--- config.mk ---
export PLATFORM = sky130hd
export DESIGN_NAME = iter_div
export DESIGN_NICKNAME = d
export VERILOG_FILES = /design/src/rtl/div_pkg.sv /design/src/rtl/div_qreg.sv /design/src/rtl/iter_div.sv
export SDC_FILE = /design/constraint.sdc
export NUM_CORES = 1
export LEC_CHECK = 0
export ABC_AREA = 1
export CORE_AREA = 2 2 138 140
export CTS_CLUSTER_SIZE = 8
export DETAILED_ROUTE_END_ITERATION = 8
export DIE_AREA = 0 0 140 142
export PLACE_DENSITY_LB_ADDON = 0.15
export SLEW_MARGIN = 20
export SYNTH_ARGS = -nofsm -noshare
export SYNTH_HDL_FRONTEND = slang
export SYNTH_HIERARCHICAL = 1
export SYNTH_SLANG_ARGS = --single-unit
--- constraint.sdc ---
create_clock -name clk -period 4.1 [get_ports clk]
set_input_delay 0.41 -clock clk [delete_from_list [all_inputs] [get_ports clk]]
set_output_delay 0.41 -clock clk [all_outputs]
set_load 0.01 [all_outputs]
--- src/rtl/div_pkg.sv ---
// Shared definitions for the iterative divider: FSM state encoding, default
// operand width and the counter-width helper.
package div_pkg;

    // Default operand/quotient/remainder width
    localparam int unsigned DEF_WIDTH = 32;

    // Divider control states
    typedef enum logic [1:0] {
        IDLE = 2'd0,
        RUN  = 2'd1,
        DONE = 2'd2
    } div_state_e;

    // Bits needed to hold the value w (counter loads WIDTH and counts to 0)
    function automatic int unsigned cnt_width(input int unsigned w);
        return $clog2(w + 1);
    endfunction

endpackage

--- src/rtl/div_qreg.sv ---
// Quotient shift register: loads the dividend on start, then shifts left one
// bit per iteration while inserting the freshly computed quotient bit.
module div_qreg #(
    parameter int unsigned WIDTH = 32
) (
    input  logic             clk,
    input  logic             clrn,
    input  logic             load,
    input  logic             shift,
    input  logic [WIDTH-1:0] a,
    input  logic             qbit,
    output logic [WIDTH-1:0] qreg
);

    // Load has priority over shift; the MSB shifted out feeds the remainder
    always_ff @(posedge clk or negedge clrn) begin
        if (!clrn) begin
            qreg <= '0;
        end else if (load) begin
            qreg <= a;
        end else if (shift) begin
            qreg <= {qreg[WIDTH-2:0], qbit};
        end
    end

endmodule

--- src/rtl/iter_div.sv ---
// Iterative restoring unsigned divider, one quotient bit per clock, MSB first.
// Optional feature macro: DIV_ZERO_CHECK_EN adds the dz port and a fast path
// that finishes a divide-by-zero in a single cycle.
module iter_div
    import div_pkg::*;
#(
    parameter int unsigned WIDTH = DEF_WIDTH
) (
    input  logic             clk,
    input  logic             clrn,
    input  logic             start,
    input  logic [WIDTH-1:0] a,
    input  logic [WIDTH-1:0] b,
    output logic             busy,
    output logic             done,
    output logic [WIDTH-1:0] q,
    output logic [WIDTH-1:0] r
`ifdef DIV_ZERO_CHECK_EN
    ,
    output logic             dz
`endif
);

    localparam int unsigned CW = cnt_width(WIDTH);

    div_state_e       state;
    logic [CW-1:0]    cnt;
    logic [WIDTH-1:0] rem;
    logic [WIDTH-1:0] divisor;
    logic [WIDTH-1:0] qreg;

    logic             load;
    logic             shift;
    logic             qbit;
    logic [WIDTH:0]   rem_sh;
    logic [WIDTH+1:0] trial;
    logic [WIDTH-1:0] rem_nxt;
    logic             unused_trial;

    // One restoring step: shift dividend MSB into the remainder, trial-subtract
    always_comb begin
        load    = (state == IDLE) && start;
        shift   = (state == RUN);
        rem_sh  = {rem, qreg[WIDTH-1]};
        // Extra top bit gives a true borrow even when divisor is zero
        trial   = {1'b0, rem_sh} - {2'b00, divisor};
        qbit    = ~trial[WIDTH+1];
        rem_nxt = qbit ? trial[WIDTH-1:0] : rem_sh[WIDTH-1:0];
    end

    // Bit WIDTH of the trial is implied zero whenever the subtraction succeeds
    assign unused_trial = trial[WIDTH];

    div_qreg #(
        .WIDTH (WIDTH)
    ) u_qreg (
        .clk   (clk),
        .clrn  (clrn),
        .load  (load),
        .shift (shift),
        .a     (a),
        .qbit  (qbit),
        .qreg  (qreg)
    );

    // Control FSM with registered busy/done and result registers
    always_ff @(posedge clk or negedge clrn) begin
        if (!clrn) begin
            state   <= IDLE;
            cnt     <= '0;
            rem     <= '0;
            divisor <= '0;
            busy    <= 1'b0;
            done    <= 1'b0;
            q       <= '0;
            r       <= '0;
`ifdef DIV_ZERO_CHECK_EN
            dz      <= 1'b0;
`endif
        end else begin
            unique case (state)
                IDLE: begin
                    if (start) begin
                        divisor <= b;
                        rem     <= '0;
                        cnt     <= CW'(WIDTH);
                        busy    <= 1'b1;
`ifdef DIV_ZERO_CHECK_EN
                        if (b == '0) begin
                            // Result is known immediately; skip iterating
                            state <= DONE;
                            done  <= 1'b1;
                            q     <= '1;
                            r     <= a;
                            dz    <= 1'b1;
                        end else begin
                            state <= RUN;
                            dz    <= 1'b0;
                        end
`else
                        state   <= RUN;
`endif
                    end
                end
                RUN: begin
                    rem <= rem_nxt;
                    cnt <= cnt - CW'(1);
                    // Last bit: publish the result in the same edge
                    if (cnt == CW'(1)) begin
                        state <= DONE;
                        done  <= 1'b1;
                        q     <= {qreg[WIDTH-2:0], qbit};
                        r     <= rem_nxt;
                    end
                end
                DONE: begin
                    state <= IDLE;
                    busy  <= 1'b0;
                    done  <= 1'b0;
                end
                default: begin
                    state <= IDLE;
                    busy  <= 1'b0;
                    done  <= 1'b0;
                end
            endcase
        end
    end

endmodule

# Word-level counts from Yosys, hierarchy flattened
# Cells that the tools add are included.
# word_totals
in_bits	67
register_bits	170
wordCells	42
# classes
n_bitwise	3
n_reduce_logical	10
eq_ne	4
n_mux	14
n_addsub	2
# ops
op	n
$mux W32	4
$pmux W32 S2	1
$sub A33 B32 Y34	1
$pmux W6 S2	1
$reduce_and A2 Y1	6
$eq A6 B1 Y1 const B	1
$mux W6	1
$sub A6 B1 Y6 const B	1
$mux W2	2
$pmux W1 S2	2
$pmux W2 S2	1
$reduce_bool A2 Y1	2
$not A1 Y1	3
$eq A2 B1 Y1 const B	1
$logic_not A2 Y1	1
$mux W1	2
$ne A2 B1 Y1 const B	1
$ne A2 B2 Y1 const B	1
$logic_and A1 B1 Y1	1

# Logic depth before layout (Yosys ltp)
# depth
depth_word	4
depth_mapped	19

# Cells and area by module
# Netlist, hierarchy kept.
# by_module_without_submodules
mod	cells_each	n_inst	area_per_inst_um2	seq_area_each_um2
iter_div	1177	1	8132.8	3453.3
div_qreg	176	1	1508.9	800.8

# Worst setup path after synthesis
# OpenSTA, ideal clock, no wires.
# synth_path
path_kind	register -> register
startpoint	register rem[21]
endpoint	register r[14]
t_required_ns	3.982
stages_incl_launch_ff	14
slack_ns	2.129
t_arrival_ns	1.853
path_cell_list	dfrtp_1 ha_1 nand2_1 inv_2 nand2_2 inv_2 a21oi_2 nor2_1 nor2_4 nand2_8 buf_6 or2_1 nand3_1 nand2_1
# synth_between
elab_chain_len	2
# synth_lines
element	line	rtl
from (decl)	iter_div.sv:28	logic [WIDTH-1:0] rem;
from (signal assigned)	iter_div.sv:106	rem <= rem_nxt;
$sub A33 B32 Y34	iter_div.sv:46	trial = {1'b0, rem_sh} - {2'b00, divisor};
$mux W32	iter_div.sv:48	rem_nxt = qbit ? trial[WIDTH-1:0] : rem_sh[WIDTH-1:0];
to (signal assigned)	iter_div.sv:113	r <= rem_nxt;
to (decl)	iter_div.sv:17	output logic [WIDTH-1:0] r
# Every way passes these cells.
# A chain may end at the register's enable or synchronous reset.

# Worst setup path in the final report
# layout_path
startpoint	register rem[20]
endpoint	register r[28]
# Same word-level chain as after synthesis.

==> results.cfg <==
[run_status]
outcome = complete, but fails checks
failed_checks = design-rule violations

[power]
p_per_area_nw_per_um2 = 992
peakVddDrop_uv = 483
p_leak_nw = 6.20
power_mw = 11.5

[synth]
ys_types = 40
synth_edf_count = 0
synth_fp_nets = 1455
async_flop_share_pct = 100
syn_inst = 1353
synth_warnings = 6
synth-seq-cells = 170
yosys-top-cells-area = dfrtp_1 (44%), nand2_1 (25%), nand3_1 (7.4%)
synth_top_area_share_pct = 44.1
synth_area_um2 = 9640
syn_area_per_cell_um2 = 7.13
synth_largest_area_cell = dfrtp_1
ys_top_cells_by_count = nand2_1 (631), dfrtp_1 (170), nand3_1 (142), inv_1 (141), nor2_1 (44)
yosysMostFrequentCell = nand2_1
ys.flop_type = dfrtp_1
seq_area_frac_synth_pct = 44.1

[sta]
max_slew.worst_pin.slew_ns = 1.03
fin_crit_sh_pct = 63.9
maxSlewViolCount = 0
period_minus_slack_ns = 2.62
skew_ns = 0.0131
hold_viol_final = 0
finalSetupViolations = 0
tns_ns = 0
max_freq_mhz = 382
rsz0062_at_grt = no
maxSlewHeadroom_pct = 30.7

[detailed_routing]
drt_iter0_drc = 496
detail_route.wl_per_cell_um = 14.2
drtAntennaViolNets = 0
route.detailed.drc = 7
drt_wl_total_um = 24400
viasPerCell = 5.06
drt_pass1_iterations = 9
dr_total_vias = 8665

[global_route]
track_usage_pct = 25.8
grt_max_degree = 94
antenna_found_initial = 0
grt_pass1_wl_um = 41300
overflow = 0
grt_pass1_vias = 8444

[worst_setup_path]
rr_worst_depth = 13
cp_max_fo = 46
cp.arrival_ns = 2.93
rrSetupSlack_ns = 1.48
r2r-start = rem[20]$_DFFE_PN0P_
critPathRequiredTime_ns = 4.41
startpoint_type = flip-flop
worst_r2r_endpoint = r[28]$_DFFE_PN0P_
path_class = flip-flop to flip-flop
cp-end-kind = flip-flop

[clocking]
cts_tree = built
cts_made_buffers = 17
cts-root-buf = clkbuf_16
cts_setup_buffers = 0
clkTransAtPathRegs_ns = 0.07
clk_latency_ns = 0.44
cts_buffer_depth = 2
cts_max_level = 4
ctsResizeCount = 0
numClockSinks = 170
cts_hold_buf = 0

[die]
die_x_um = 140
core_um2 = 18500
rows = 50
initial_core_util_pct = 52.2
die-area_um2 = 19900
die_h_um = 142
pin_count = 133

[placement]
routabilityCongestion = 0.924
port_buffers = 132
dp.final_hpwl_um = 16900

[flow_run]
maxCapViolations = 0

[layout]
drive_gt1_share_pct = 5.21
finalNetCount = 1569
diodes = 0
fillCellCount = 1733
area_growth_pct = 20.6

[hold_path]
hp-class = primary input to async pin
[metrics by stage]
stage | cell area (um^2) | hold WS [ns] | utilization (%) | instances | setup slack [ns]
after floorplan | 9640 | 0.114 | - | 1353 | 2.13
after global placement | 11000 | 0.462 | 59.9 | 1682 | 1.56
after detailed placement | 11000 | 0.464 | 59.9 | 1682 | 1.50
after CTS | 11600 | 0.0961 | 63.0 | 1712 | 1.48
after global routing | 11600 | 0.127 | 63.0 | 1712 | 1.21
final | 11600 | 0.0551 | 63.0 | 1712 | 1.48
[logic make-up after synthesis]
logic type	after synthesis	share of synthesized area, %
compound gates	66	3.58
flops	170	44.1
simple gates	866	37.2
buf+inv	202	9.15
xor+xnor	13	1.18
mux	1	0.104
fa+ha+maj	35	4.62
[registers in the layout, summed over array words and instances, names as in the netlist]
| register | cells |
|---|---|
| state | 2 |
| done | 1 |
| r | 32 |
| rem | 32 |
| u_qreg/qreg | 32 |
| q | 32 |
| cnt | 6 |
| divisor | 32 |
| busy | 1 |
[power breakdown]
group,internal (mW),switching (mW),leakage [nW]
logic,2.58,4.32,3.77
clock network,0.910,0.745,0.285
registers,2.49,0.485,2.15
[area by class of cell]
| cell class | instances | area [um^2] | share of cell area, % |
|---|---|---|---|
| well taps | 234 | 293 | 2.52 |
| multi-input cells | 981 | 4520 | 38.9 |
| inverters | 155 | 582 | 5.00 |
| repair buffers | 142 | 1400 | 12.0 |
| clock inverters | 13 | 156 | 1.34 |
| clock buffers | 17 | 425 | 3.66 |
| flip-flops and latches | 170 | 4250 | 36.6 |
[how the worst max path moves through the flow]
stage | startpoint | to | slack, ns | depth (start not counted)
after floorplan | rem[21]$_DFFE_PN0P_ | r[14]$_DFFE_PN0P_ | 2.13 | 13
after global placement | rem[15]$_DFFE_PN0P_ | r[28]$_DFFE_PN0P_ | 1.56 | 15
after detailed placement | rem[20]$_DFFE_PN0P_ | r[29]$_DFFE_PN0P_ | 1.50 | 13
after CTS | rem[20]$_DFFE_PN0P_ | r[28]$_DFFE_PN0P_ | 1.48 | 13
after global routing | rem[15]$_DFFE_PN0P_ | r[28]$_DFFE_PN0P_ | 1.21 | 15
final | rem[20]$_DFFE_PN0P_ | r[28]$_DFFE_PN0P_ | 1.48 | 13
[placed cells by master (no fill, tap or decap), types with 2 or more instances in the layout]
master / n
nand3b_1: 2
nor2_1: 41
clkinv_4: 2
a21oi_1: 20
nor3_1: 7
o21ai_1: 2
inv_6: 5
inv_1: 140
buf_4: 10
and2_1: 5
xnor2_1: 7
o21ai_0: 38
nand2_2: 6
nor4_1: 2
clkdlybuf4s50_1: 131
nor2_4: 2
nand4_1: 6
ha_1: 34
nand2_1: 630
or2_1: 7
inv_2: 13
nor2_2: 3
clkbuf_16: 17
dfrtp_1: 170
clkinv_1: 2
xor2_1: 6
o21bai_1: 4
inv_8: 2
nand3_1: 142
bufinv_16: 2
or2_2: 6
[worst max-delay path, cell delays in order (launching register included)]
cell     delay [ns]
dfrtp_1        0.39
ha_1           0.39
nand2_1        0.14
inv_2          0.05
nand2_2        0.09
inv_2          0.05
a21oi_2        0.16
nor2_1         0.08
nor2_4         0.14
nand2_8        0.20
inv_2          0.44
nand2_1        0.15
nand3_1        0.11
nand2_1        0.09
[layer usage]
layer | wire length (um) | global-route usage (%) | part of all wire (%)
met2 | 11500 | 43.0 | 47
met5 | 0 | 0 | 0
met4 | 384 | 6.70 | 1.6
met1 | 11300 | 34.1 | 46
met3 | 1240 | 6.19 | 5.1
(Power assumes the default switching activity.)
